<file path="src/rtl/bit_serializer_pkg.sv">
// bit_serializer_pkg: shared state encodings and defaults for the serializer and its downstream detector
package bit_serializer_pkg;
  typedef enum logic {ST_IDLE = 1'b0, ST_SHIFT = 1'b1} state_t;
  localparam logic IDLE_LEVEL_DEF = 1'b0;
  typedef enum logic [1:0] {s0 = 2'd0, s1 = 2'd1, s2 = 2'd2, s3 = 2'd3} det_state_t;
endpackage

</file>
<file path="src/rtl/bit_serializer_if.sv">
// bit_serializer_if: parallel word handshake in, qualified serial stream out
interface bit_serializer_if #(parameter int WIDTH = 8);
  logic [WIDTH-1:0] in_data;
  logic in_valid;
  logic in_ready;
  logic ser_out;
  logic ser_valid;
  logic busy;
  logic word_done;
  modport master (output in_data, in_valid, input in_ready, ser_out, ser_valid, busy, word_done);
  modport slave (input in_data, in_valid, output in_ready, ser_out, ser_valid, busy, word_done);
endinterface

</file>
<file path="src/rtl/bit_counter_sat.sv">
// bit_counter_sat: bit index counter that stops at WIDTH-1 and flags the last bit
module bit_counter_sat #(
  parameter int WIDTH = 8,
  localparam int CW = $clog2(WIDTH)
) (
  input  logic clk,
  input  logic reset,
  input  logic clr,
  input  logic en,
  output logic [CW-1:0] count,
  output logic last
);
  assign last = count == CW'(WIDTH - 1);
  // clear wins over enable; holding at the last index keeps the count from wrapping
  always_ff @(posedge clk) begin
    if (!reset || clr) count <= '0;
    else if (en && !last) count <= count + CW'(1);
  end
endmodule

</file>
<file path="src/rtl/bit_serializer.sv">
// bit_serializer: shifts valid/ready words out one bit per clock with back-to-back reload
module bit_serializer
  import bit_serializer_pkg::*;
#(
  parameter int   WIDTH      = 8,
  parameter bit   MSB_FIRST  = 1'b1,
  parameter logic IDLE_LEVEL = IDLE_LEVEL_DEF
) (
  input logic clk,
  input logic reset,
  bit_serializer_if.slave bus
);
  localparam int CW = $clog2(WIDTH);
  state_t state, state_d;
  logic [WIDTH-1:0] sreg, sreg_d;
  logic out_q, out_d, done_q, done_d;
  logic [CW-1:0] count;
  logic last, xfer, shifting;
  assign shifting = state == ST_SHIFT;
  assign bus.in_ready = reset && (!shifting || last);
  assign xfer = bus.in_valid && bus.in_ready;
  assign bus.ser_out = out_q;
  assign bus.ser_valid = shifting;
  assign bus.busy = shifting;
  assign bus.word_done = done_q;
  bit_counter_sat #(.WIDTH(WIDTH)) u_cnt (
    .clk(clk),
    .reset(reset),
    .clr(xfer || (shifting && last)),
    .en(shifting),
    .count(count),
    .last(last)
  );
  // sreg holds the bits still to be sent; out_q is the bit currently on the line
  always_comb begin
    state_d = state;
    sreg_d = sreg;
    out_d = out_q;
    done_d = 1'b0;
    if (xfer) begin
      state_d = ST_SHIFT;
      sreg_d = MSB_FIRST ? {bus.in_data[WIDTH-2:0], 1'b0} : {1'b0, bus.in_data[WIDTH-1:1]};
      out_d = MSB_FIRST ? bus.in_data[WIDTH-1] : bus.in_data[0];
    end else if (shifting && last) begin
      state_d = ST_IDLE;
      sreg_d = '0;
      out_d = IDLE_LEVEL;
    end else if (shifting) begin
      sreg_d = MSB_FIRST ? {sreg[WIDTH-2:0], 1'b0} : {1'b0, sreg[WIDTH-1:1]};
      out_d = MSB_FIRST ? sreg[WIDTH-1] : sreg[0];
      done_d = count == CW'(WIDTH - 2);
    end
  end
  // state and registered outputs; reset discards any partially sent word
  always_ff @(posedge clk) begin
    if (!reset) begin
      state <= ST_IDLE;
      sreg <= '0;
      out_q <= IDLE_LEVEL;
      done_q <= 1'b0;
    end else begin
      state <= state_d;
      sreg <= sreg_d;
      out_q <= out_d;
      done_q <= done_d;
    end
  end
endmodule

</file>
<file path="src/flat_wrapper.sv">
// flat-port wrapper written by rule: the top's interface ports become plain ports
module bit_serializer_flat import bit_serializer_pkg::*;
#(
  parameter int   WIDTH      = 8,
  parameter bit   MSB_FIRST  = 1'b1,
  parameter logic IDLE_LEVEL = IDLE_LEVEL_DEF
)
  (clk, reset, bus_in_data, bus_in_valid, bus_in_ready, bus_ser_out, bus_ser_valid, bus_busy, bus_word_done);
  bit_serializer_if #(.WIDTH(WIDTH)) bus_i ();
  input logic clk;
  input logic reset;
  input wire logic [$bits(bus_i.in_data)-1:0] bus_in_data;
  input wire logic [$bits(bus_i.in_valid)-1:0] bus_in_valid;
  output wire logic [$bits(bus_i.in_ready)-1:0] bus_in_ready;
  output wire logic [$bits(bus_i.ser_out)-1:0] bus_ser_out;
  output wire logic [$bits(bus_i.ser_valid)-1:0] bus_ser_valid;
  output wire logic [$bits(bus_i.busy)-1:0] bus_busy;
  output wire logic [$bits(bus_i.word_done)-1:0] bus_word_done;
  assign bus_i.in_data = bus_in_data;
  assign bus_i.in_valid = bus_in_valid;
  assign bus_in_ready = bus_i.in_ready;
  assign bus_ser_out = bus_i.ser_out;
  assign bus_ser_valid = bus_i.ser_valid;
  assign bus_busy = bus_i.busy;
  assign bus_word_done = bus_i.word_done;
  bit_serializer #(.WIDTH(WIDTH), .MSB_FIRST(MSB_FIRST), .IDLE_LEVEL(IDLE_LEVEL)) u_core (.clk(clk), .reset(reset), .bus(bus_i));
endmodule
</file>
<file path="config.mk">
export PLATFORM = sky130hd
export DESIGN_NAME = bit_serializer_flat
export DESIGN_NICKNAME = d
export VERILOG_FILES = /design/src/rtl/bit_serializer_pkg.sv /design/src/rtl/bit_serializer_if.sv /design/src/rtl/bit_counter_sat.sv /design/src/rtl/bit_serializer.sv /design/src/flat_wrapper.sv
export SDC_FILE = /design/constraint.sdc
export NUM_CORES = 1
export LEC_CHECK = 0
export ABC_AREA = 1
export BUFFER_PORTS_ARGS = -buffer_cell sky130_fd_sc_hd__buf_2
export CAP_MARGIN = 20
export CELL_PAD_IN_SITES_DETAIL_PLACEMENT = 1
export CELL_PAD_IN_SITES_GLOBAL_PLACEMENT = 1
export CORE_UTILIZATION = 32
export CTS_CLUSTER_DIAMETER = 60
export CTS_CLUSTER_SIZE = 30
export DETAILED_ROUTE_END_ITERATION = 8
export GPL_TIMING_DRIVEN = 1
export PLACE_DENSITY_LB_ADDON = 0.1
export SLEW_MARGIN = 15
export SYNTH_ARGS = -nofsm -noshare
export SYNTH_HDL_FRONTEND = slang
export SYNTH_HIERARCHICAL = 1
export SYNTH_SLANG_ARGS = --single-unit
</file>
<file path="constraint.sdc">
create_clock -name clk -period 1.3 [get_ports clk]
set_input_delay 0.065 -clock clk [delete_from_list [all_inputs] [get_ports clk]]
set_output_delay 0.065 -clock clk [all_outputs]
set_load 0.05 [all_outputs]
</file>
==> results of run 1 <==
==> worst min-delay path, cell delays in order <==
cell and delay [ps]:
buf_2 100, nand3_1 50, a21oi_1 60
==> cells in the final DEF, fill, tap and decap left out, drive strengths merged <==
master / n
nand4: 7
nor2: 30
ha: 2
buf: 25
inv: 16
nand2: 19
nor3b: 1
nand3: 7
a21oi: 2
o21ai: 1
dfxtp: 13
clkbuf: 4
==> repair_timing <==
action / 4_1_cts / 5_1_grt
buffers inserted: 4 / 0
endpoints found under the setup margin: 11 / 14
resized for setup: 15 / 5
pin swaps: 6 / 4
==> flip-flops by register name, summed over array words and instances, names as in the netlist <==
register              cells
u_core/bus.word_done      1
u_core/u_cnt/count        3
u_core/bus.ser_out        1
u_core/sreg               7
u_core/bus.busy           1
==> worst min-delay path by stage <==
stage | from | to | slack [ps] | depth (start not counted)
after floorplan | bus_in_data[0] | u_core/sreg[1] | 220 | 2
after global placement | bus_in_data[0] | u_core/sreg[1] | 330 | 3
after detailed placement | bus_in_data[0] | u_core/sreg[1] | 330 | 3
after CTS | bus_in_data[0] | u_core/sreg[1] | 20 | 3
after global routing | bus_in_data[0] | u_core/sreg[1] | 50 | 3
final | bus_in_data[0] | u_core/sreg[1] | 30 | 3
==> cell type report <==
type	count	area, µm²	area share
sequential	13	267	0.265
timing repair buffer	25	173	0.172
tap	27	33.8	0.0336
inverter	16	72.6	0.0722
clock buffer	4	26.3	0.0262
multi-input combinational	69	433	0.431
==> cell families after synthesis <==
group	Yosys count
fa+ha+maj	2
compound gates	3
simple gates	64
flops	13
buf+inv	19
==> power groups by stage <==
stage               sequential, mW  combinational, mW  clock [mW]
detailed placement           0.448              0.201           0
CTS                          0.440              0.242       0.276
global placement             0.447              0.197           0
global route                 0.443              0.272       0.294
floorplan                    0.461              0.128           0
finish                       0.440              0.246       0.259
==> layer usage <==
layer,GRT usage,routed length [µm],up-vias
li1,-,-,368
met1,0.197,746,320
met2,0.313,950,12
met3,0.0280,63,2
met4,0.0735,14,0
met5,0,0,-
==> results.sh, run 1 <==
export IMPL_grt_first_pass_wirelength_mm=3.13
export IMPL_core_area_mm2=0.00200
export IMPL_p_sw_mw=0.306
export IMPL_design_die_area_mm2=0.00238
export IMPL_seq_area_frac_synth=0.371
export IMPL_cpMaxStageDelayCell="dfxtp_4"
export IMPL_design_area_mm2=0.00100
export IMPL_placed_cell_area_um2=866
export IMPL_crit_end="bus_in_ready"
export IMPL_clock_latency_ps=280
export IMPL_critPathMostFrequentCell="ha_4"
export IMPL_p_leak_nw=0.438
export IMPL_clock_fmax_mhz=709
export IMPL_netlist_instances=101
export IMPL_crit_cells=7
export IMPL_antenna_left=0
export IMPL_yosysMostFrequentCell="nor2_1"
export IMPL_track_usage=0.172
export IMPL_timing_rr_end="u_core/sreg[5]"
export IMPL_area_growth_pct=43.1
export IMPL_worst_r2r_path_depth=9
export IMPL_post_place_cells=146
export IMPL_tns_ps=-742
export IMPL_crit_buf_inv=3
export IMPL_clk_path_buf_depth=2
export IMPL_yosysTopAreaCell="dfxtp_1"
export IMPL_die_w_um=48.8
export IMPL_final_hold_viol_count=0
export IMPL_ys_warn_count=6
export IMPL_p_seq_frac=0.466
export IMPL_switching_share=0.324
export IMPL_drc=0
export IMPL_synth_edf_count=0
export IMPL_place_gp_congestion=0.701
export IMPL_crit_family="flip-flops"
export IMPL_synthXorXnorAreaFrac=0
export IMPL_p_comb_frac=0.260
export IMPL_vias_per_cell=4.56
export IMPL_hold_ws_ps=35.0
export IMPL_die_h_um=48.8
export IMPL_drt_wirelength_per_cell_um=11.5
export IMPL_arrival_ps=1350
export IMPL_initial_core_util=0.351
export IMPL_layout_drive_gt1_share=0.409
export IMPL_final_util=0.502
export IMPL_required_ps=1240
export IMPL_portBuffers=15
export IMPL_hp_class="in2reg"
export IMPL_drtPass1Iterations=4
export IMPL_ys_seq_elements=13
export IMPL_synth_common_cells="nor2_1, nand2_1, dfxtp_1, inv_1, nand4_1"
export IMPL_synthMuxAreaShare=0
export IMPL_yosys_area_share_adder=0.0357
export IMPL_num_vias=702
export IMPL_yosys_area_share_simple=0.446
export IMPL_worst_pin_slew_ps=282
export IMPL_synth_distinct_cells=19
export IMPL_num_antenna_cells=0
export IMPL_async_reset_ff_frac=0
export IMPL_ys_flop_type="dfxtp_1"
export IMPL_cts_tree="yes"
export IMPL_synth_area_leaders="dfxtp_1, nor2_1, nand2_1"
export IMPL_p_total_mw=0.945
export IMPL_drv_cap=0
export IMPL_status="complete, but fails checks"
export IMPL_fin_ws_ps=-110
export IMPL_cts_hold_buf=0
export IMPL_io_pins=16
export IMPL_final_cells=154
export IMPL_synth_top_area_frac=0.371
export IMPL_core_rowCount=16
export IMPL_power_frac_clock=0.274
export IMPL_cts_root_buf="clkbuf_4"
export IMPL_setup_viol=13
export IMPL_finalMaxSlewViolations=0
export IMPL_cts_buffers=3
export IMPL_fill_cells=269
export IMPL_p_int_mw=0.638
export IMPL_r2r_start="u_core/u_cnt/count[0]"
export IMPL_grt_max_degree=12
export IMPL_critPathMaxFanout=4
export IMPL_ir_drop_uv=556
export IMPL_drt_total_wl_mm=1.78
export IMPL_grt_pass1_vias=744
export IMPL_post_place_ws_ps=-65.0
export IMPL_relSlewSlack=0.812
export IMPL_mappedNetlistNets=114
export IMPL_overflow=0
export IMPL_antenna_found_initial=0
export IMPL_start_kind="flip-flop"
export IMPL_violations="negative setup slack"
export IMPL_min_period_ps=1410
export IMPL_syn_area_per_cell_um2=6.95
export IMPL_synthesis_area_um2=702
export IMPL_power_density_mw_per_mm2=940
export IMPL_end_kind="primary output"
export IMPL_max_stage_delay_ps=360
export IMPL_rsz0062_at_grt="yes"
export IMPL_clock_sinks=13
export IMPL_fin_crit_sh=1.08
export IMPL_crit_type="reg2out"
export IMPL_drtIter0Drc=5
export IMPL_synth_compound_area_frac=0.0214
export IMPL_ff2ff_setup_slack_ps=-80
export IMPL_finClkSkew_ps=2.87
export IMPL_cts_clk_slew_worst_paths_ps=80
export IMPL_synth_top_family_by_area="simple AND/OR/NAND/NOR gates"
export IMPL_ctsHtreeMaxLevel=1
export IMPL_num_nets_final=141
export IMPL_worstPathCellList="ha_4 > ha_4 > inv_4 > nand2_8 > inv_8 > nor2_4 > buf_8"
export IMPL_startpoint="u_core/u_cnt/count[0]"
export IMPL_dpl_hpwl_mm=1.28
Note: power is estimated with default switching activity, not from simulation.
==> run 2: changes to the inputs <==
--- a/config.mk
+++ b/config.mk
@@ -17,4 +17,5 @@
 export GPL_TIMING_DRIVEN = 1
 export PLACE_DENSITY_LB_ADDON = 0.1
+export REMOVE_ABC_BUFFERS = 1
 export SLEW_MARGIN = 15
 export SYNTH_ARGS = -nofsm -noshare
==> constraint.sdc (replaced) <==
create_clock -name clk -period 1.3 [get_ports clk]
set_input_delay 0.065 -clock clk [delete_from_list [all_inputs] [get_ports clk]]
set_output_delay 0.065 -clock clk [all_outputs]
set_load 0.1 [all_outputs]
==> results.sh, run 2 (synthesis results as in run 1) <==
export IMPL_fill_cells=256
export IMPL_min_period_ps=1430
export IMPL_grt_max_degree=12
export IMPL_overflow=0
export IMPL_fin_crit_sh=1.10
export IMPL_p_seq_frac=0.446
export IMPL_io_pins=16
export IMPL_ir_drop_uv=745
export IMPL_ff2ff_setup_slack_ps=-110
export IMPL_design_die_area_mm2=0.00238
export IMPL_top_regs="u_core/sreg (7), u_core/u_cnt/count (3)"
export IMPL_num_nets_final=143
export IMPL_drt_total_wl_mm=1.78
export IMPL_violations="negative setup slack"
export IMPL_num_vias=715
export IMPL_ctsHtreeMaxLevel=1
export IMPL_core_rowCount=16
export IMPL_worst_r2r_path_depth=10
export IMPL_cts_tree="yes"
export IMPL_p_comb_frac=0.297
export IMPL_crit_type="reg2out"
export IMPL_tns_ps=-1120
export IMPL_arrival_ps=1360
export IMPL_die_h_um=48.8
export IMPL_num_antenna_cells=0
export IMPL_p_leak_nw=0.455
export IMPL_largest_register_ff_count=7
export IMPL_dpl_hpwl_mm=1.24
export IMPL_start_kind="flip-flop"
export IMPL_relSlewSlack=0.680
export IMPL_clock_fmax_mhz=700
export IMPL_fin_ws_ps=-130
export IMPL_finalMaxSlewViolations=0
export IMPL_cts_clk_slew_worst_paths_ps=80
export IMPL_worst_pin_slew_ps=483
export IMPL_mostFrequentLayoutCells="nor2_1, nand2_1, buf_2, inv_1, dfxtp_1"
export IMPL_place_gp_congestion=0.708
export IMPL_setup_viol=13
export IMPL_grt_pass1_vias=740
export IMPL_drv_cap=0
export IMPL_required_ps=1240
export IMPL_clock_sinks=13
export IMPL_finClkSkew_ps=1.89
export IMPL_startpoint="u_core/u_cnt/count[1]"
export IMPL_switching_share=0.332
export IMPL_vias_per_cell=4.58
export IMPL_drtPass1Iterations=3
export IMPL_clk_path_buf_depth=2
export IMPL_track_usage=0.167
export IMPL_worstPathCellList="ha_4 > ha_4 > inv_4 > nand2_8 > inv_8 > nor2_4 > buf_12"
export IMPL_drt_wirelength_per_cell_um=11.4
export IMPL_initial_core_util=0.351
export IMPL_cts_root_buf="clkbuf_4"
export IMPL_final_util=0.506
export IMPL_p_sw_mw=0.326
export IMPL_drtIter0Drc=4
export IMPL_power_frac_clock=0.256
export IMPL_critPathMostFrequentCell="ha_4"
export IMPL_layout_drive_gt1_share=0.357
export IMPL_antenna_left=0
export IMPL_max_stage_delay_ps=360
export IMPL_critPathMaxFanout=3
export IMPL_portBuffers=15
export IMPL_antenna_found_initial=0
export IMPL_area_growth_pct=44.4
export IMPL_core_area_mm2=0.00200
export IMPL_end_kind="primary output"
export IMPL_rsz0062_at_grt="yes"
export IMPL_cpMaxStageDelayCell="dfxtp_2"
export IMPL_cts_hold_buf=0
export IMPL_cts_buffers=3
export IMPL_regMostFlops="u_core/sreg"
export IMPL_die_w_um=48.8
export IMPL_final_hold_viol_count=0
export IMPL_final_common_cell="nor2_1"
export IMPL_power_density_mw_per_mm2=968
export IMPL_clock_latency_ps=270
export IMPL_r2r_start="u_core/u_cnt/count[1]"
export IMPL_post_place_ws_ps=-199
export IMPL_crit_end="bus_in_ready"
export IMPL_p_int_mw=0.655
export IMPL_status="complete, but fails checks"
export IMPL_timing_rr_end="u_core/sreg[4]"
export IMPL_grt_first_pass_wirelength_mm=3.04
export IMPL_hp_class="in2reg"
export IMPL_drc=0
==> run 2: changes by cell type in the layout (fill, tap and decap cells not counted), moves of 2 or more <==
cell and delta:
buf_6 +4, nor2_2 -5, buf_12 +2, nor2_4 -3, buf_2 -2, nor2_1 +8
==> run 2: worst min path at each step <==
stage,startpoint,to,slack [ps],cells past startpoint
final,bus_in_data[0],u_core/sreg[1],50,3
after global routing,bus_in_data[0],u_core/sreg[1],70,3
after CTS,bus_in_data[0],u_core/sreg[1],40,3
after global placement,bus_in_data[0],u_core/sreg[1],340,3
after detailed placement,bus_in_data[0],u_core/sreg[1],340,3
after floorplan,reset,u_core/bus.ser_out,220,2
==> run 2: power groups by stage <==
stage / clock network, mW / logic [mW] / registers [mW]
2_1_floorplan: 0 / 0.113 / 0.489
3_3_place_gp: 0 / 0.258 / 0.441
6_report: 0.251 / 0.292 / 0.438
4_1_cts: 0.263 / 0.284 / 0.438
5_1_grt: 0.287 / 0.317 / 0.442
3_5_place_dp: 0 / 0.262 / 0.442
==> run 2: critical path: cells and delay by family, from the launching register on <==
kind | cells | cell delay (ps)
simple gates | 2 | 180
fa+ha+maj | 2 | 280
flops | 1 | 360
buf+inv | 3 | 270
==> run 2: cell type report <==
type,count,area (µm²),share of cell area
repair buffers,27,225,0.222
flip-flops and latches,13,263,0.259
inverters,16,72.6,0.0716
well taps,27,33.8,0.0333
clock buffers,4,26.3,0.0259
multi-input cells,69,393,0.388
==> run 2: stage by stage <==
step	hold slack (ps)	power [mW]	cell area, µm²	instances
after floorplan	218	0.602	678	98
after global placement	341	0.699	877	146
after detailed placement	339	0.703	877	146
after CTS	39.8	0.985	988	154
after global routing	67.5	1.05	1010	156
final	47.7	0.981	1010	156
==> run 2: layer usage <==
metal	GRT usage	vias to the layer above	wire, µm
li1	-	369	-
met4	0.0294	0	15
met2	0.296	15	891
met1	0.189	329	790
met5	0	-	0
met3	0.0685	2	81
==> run 2: timing repair <==
action / in CTS / in global routing
resized for setup: 14 / 4
endpoints found under the setup margin: 14 / 13
pin swaps: 20 / 21
buffers inserted: 4 / 2
==> run 3: changes to the inputs <==
Settings changed: ABC_AREA 1 to unset, CORE_UTILIZATION 32 to 31, PLACE_DENSITY_LB_ADDON 0.1 to 0.05.
==> results.sh, run 3 <==
export IMPL_status="complete, but fails checks"
export IMPL_violations="negative setup slack"
export IMPL_p_seq_frac=0.475
export IMPL_critPathMaxFanout=3
export IMPL_drtPass1Iterations=1
export IMPL_end_kind="primary output"
export IMPL_placed_cell_area_um2=762
export IMPL_vias_per_cell=4.60
export IMPL_dpl_hpwl_mm=1.03
export IMPL_antenna_left=0
export IMPL_synthXorXnorAreaFrac=0.0149
export IMPL_synth_compound_area_frac=0.104
export IMPL_synth_top_family_by_area="simple AND/OR/NAND/NOR gates"
export IMPL_clk_path_buf_depth=2
export IMPL_grt_pass1_vias=538
export IMPL_synthesis_area_um2=587
export IMPL_p_total_mw=0.924
export IMPL_design_area_um2=847
export IMPL_largest_register_ff_count=7
export IMPL_grt_first_pass_wirelength_mm=2.44
export IMPL_regMostFlops="u_core/sreg"
export IMPL_num_vias=547
export IMPL_p_sw_mw=0.291
export IMPL_post_place_cells=114
export IMPL_ys_flop_type="dfxtp_1"
export IMPL_antenna_found_initial=0
export IMPL_switching_share=0.315
export IMPL_overflow=0
export IMPL_critPathMostFrequentCell="ha_4"
export IMPL_layout_drive_gt1_share=0.372
export IMPL_drc=0
export IMPL_power_density_mw_per_mm2=1090
export IMPL_final_hold_viol_count=0
export IMPL_async_reset_ff_frac=0
export IMPL_min_period_ps=1380
export IMPL_ff2ff_setup_slack_ps=-40
export IMPL_crit_family="flip-flops"
export IMPL_yosysMostFrequentCell="nand2_1"
export IMPL_track_usage=0.173
export IMPL_num_nets_final=108
export IMPL_worstPathCellList="ha_4 > ha_4 > nor2b_4 > nor2_4 > buf_12"
export IMPL_ir_drop_uv=464
export IMPL_core_rowCount=15
export IMPL_area_growth_pct=44.3
export IMPL_crit_cells=5
export IMPL_crit_buf_inv=1
export IMPL_clock_latency_ps=280
export IMPL_cpMaxStageDelayCell="dfxtp_2"
export IMPL_cts_hold_buf=0
export IMPL_cts_root_buf="clkbuf_4"
export IMPL_portBuffers=15
export IMPL_cts_buffers=3
export IMPL_fill_cells=221
export IMPL_p_comb_frac=0.246
export IMPL_synth_area_leaders="dfxtp_1, nand2_1, a31oi_1"
export IMPL_die_h_um=45.5
export IMPL_fin_crit_sh=1.06
export IMPL_io_pins=16
export IMPL_cts_tree="yes"
export IMPL_final_common_cell="nand2_1"
export IMPL_hold_ws_ps=75.4
export IMPL_drtIter0Drc=0
export IMPL_mostFrequentLayoutCells="nand2_1, buf_2, dfxtp_1, buf_4, nand3_1"
export IMPL_crit_type="reg2out"
export IMPL_final_cells=119
export IMPL_synth_common_cells="nand2_1, dfxtp_1, nand3_1"
export IMPL_setup_viol=9
export IMPL_yosysTopAreaCell="dfxtp_1"
export IMPL_yosys_area_share_adder=0.0426
export IMPL_synth_distinct_cells=19
export IMPL_hp_class="in2reg"
export IMPL_ys_seq_elements=13
export IMPL_die_w_um=45.5
export IMPL_power_frac_clock=0.279
export IMPL_drt_total_wl_mm=1.45
export IMPL_ctsHtreeMaxLevel=1
export IMPL_initial_core_util=0.336
export IMPL_synth_edf_count=0
export IMPL_max_stage_delay_ps=350
export IMPL_p_leak_nw=0.347
export IMPL_worst_r2r_path_depth=7
export IMPL_finalMaxSlewViolations=0
export IMPL_p_int_mw=0.633
export IMPL_fin_ws_ps=-83.4
export IMPL_required_ps=1240
export IMPL_cts_clk_slew_worst_paths_ps=90
export IMPL_drt_wirelength_per_cell_um=12.1
export IMPL_worst_pin_slew_ps=485
export IMPL_num_antenna_cells=0
export IMPL_relSlewSlack=0.679
export IMPL_arrival_ps=1320
export IMPL_yosys_area_share_simple=0.288
export IMPL_start_kind="flip-flop"
export IMPL_hold_path_cell_count=3
export IMPL_ys_warn_count=6
export IMPL_synthMuxAreaShare=0.0512
export IMPL_netlist_instances=72
export IMPL_synth_top_area_frac=0.443
export IMPL_grt_max_degree=13
export IMPL_final_util=0.485
export IMPL_drv_cap=0
export IMPL_top_regs="u_core/sreg (7), u_core/u_cnt/count (3)"
export IMPL_post_place_ws_ps=-115
export IMPL_design_die_area_mm2=0.00207
export IMPL_tns_ps=-278
export IMPL_syn_area_per_cell_um2=8.15
export IMPL_clock_sinks=13
export IMPL_rsz0062_at_grt="yes"
export IMPL_place_gp_congestion=0.686
export IMPL_seq_area_frac_synth=0.443
export IMPL_clock_fmax_mhz=723
export IMPL_finClkSkew_ps=4.92
export IMPL_core_area_mm2=0.00175
## run 3: tightest hold or removal path: stages
cell     delay (ps)
buf_2            90
nand3_1          70
a31oi_1          70
## run 3: final cells by class
type,instances,area (µm²),share of cell area
clock buffer,4,26.3,0.0310
inverter,1,3.75,0.00443
multi-input combinational,53,343,0.405
sequential,13,263,0.310
tap,25,31.3,0.0369
timing repair buffer,23,180,0.213
## run 3: path summary, 6_finish.rpt
check                        start        endpoint
max          u_core/u_cnt/count[0]    bus_in_ready
min                 bus_in_data[1]  u_core/sreg[2]
max reg2reg  u_core/u_cnt/count[0]  u_core/sreg[3]
min reg2reg         u_core/sreg[5]  u_core/sreg[6]
## run 3: metal layers
metal / up-vias / global-route usage / share of wire
met5: - / 0 / 0
met4: 0 / 0.109 / 0.0076
li1: 291 / - / -
met1: 245 / 0.236 / 0.52
met3: 2 / 0.0476 / 0.028
met2: 9 / 0.237 / 0.44
## run 3: power by group through the flow
stage / Clock [mW] / Sequential, mW / Combinational (mW)
3_5_place_dp: 0 / 0.445 / 0.215
2_1_floorplan: 0 / 0.491 / 0.0783
6_report: 0.258 / 0.439 / 0.227
4_1_cts: 0.272 / 0.439 / 0.227
3_3_place_gp: 0 / 0.444 / 0.215
5_1_grt: 0.296 / 0.442 / 0.244
## run 3: logic make-up after synthesis
kind of cell	Yosys count
AND/OR/NAND/NOR	37
flip-flops	13
AO/OA/AOI/OAI	10
buffers and inverters	6
multiplexers	3
adder cells (fa/ha/maj)	2
XOR/XNOR	1
## run 3: timing repair
item,CTS,global route
setup endpoints to repair,13,13
pin swaps,0,5
buffers inserted,1,0
resized for setup,10,2
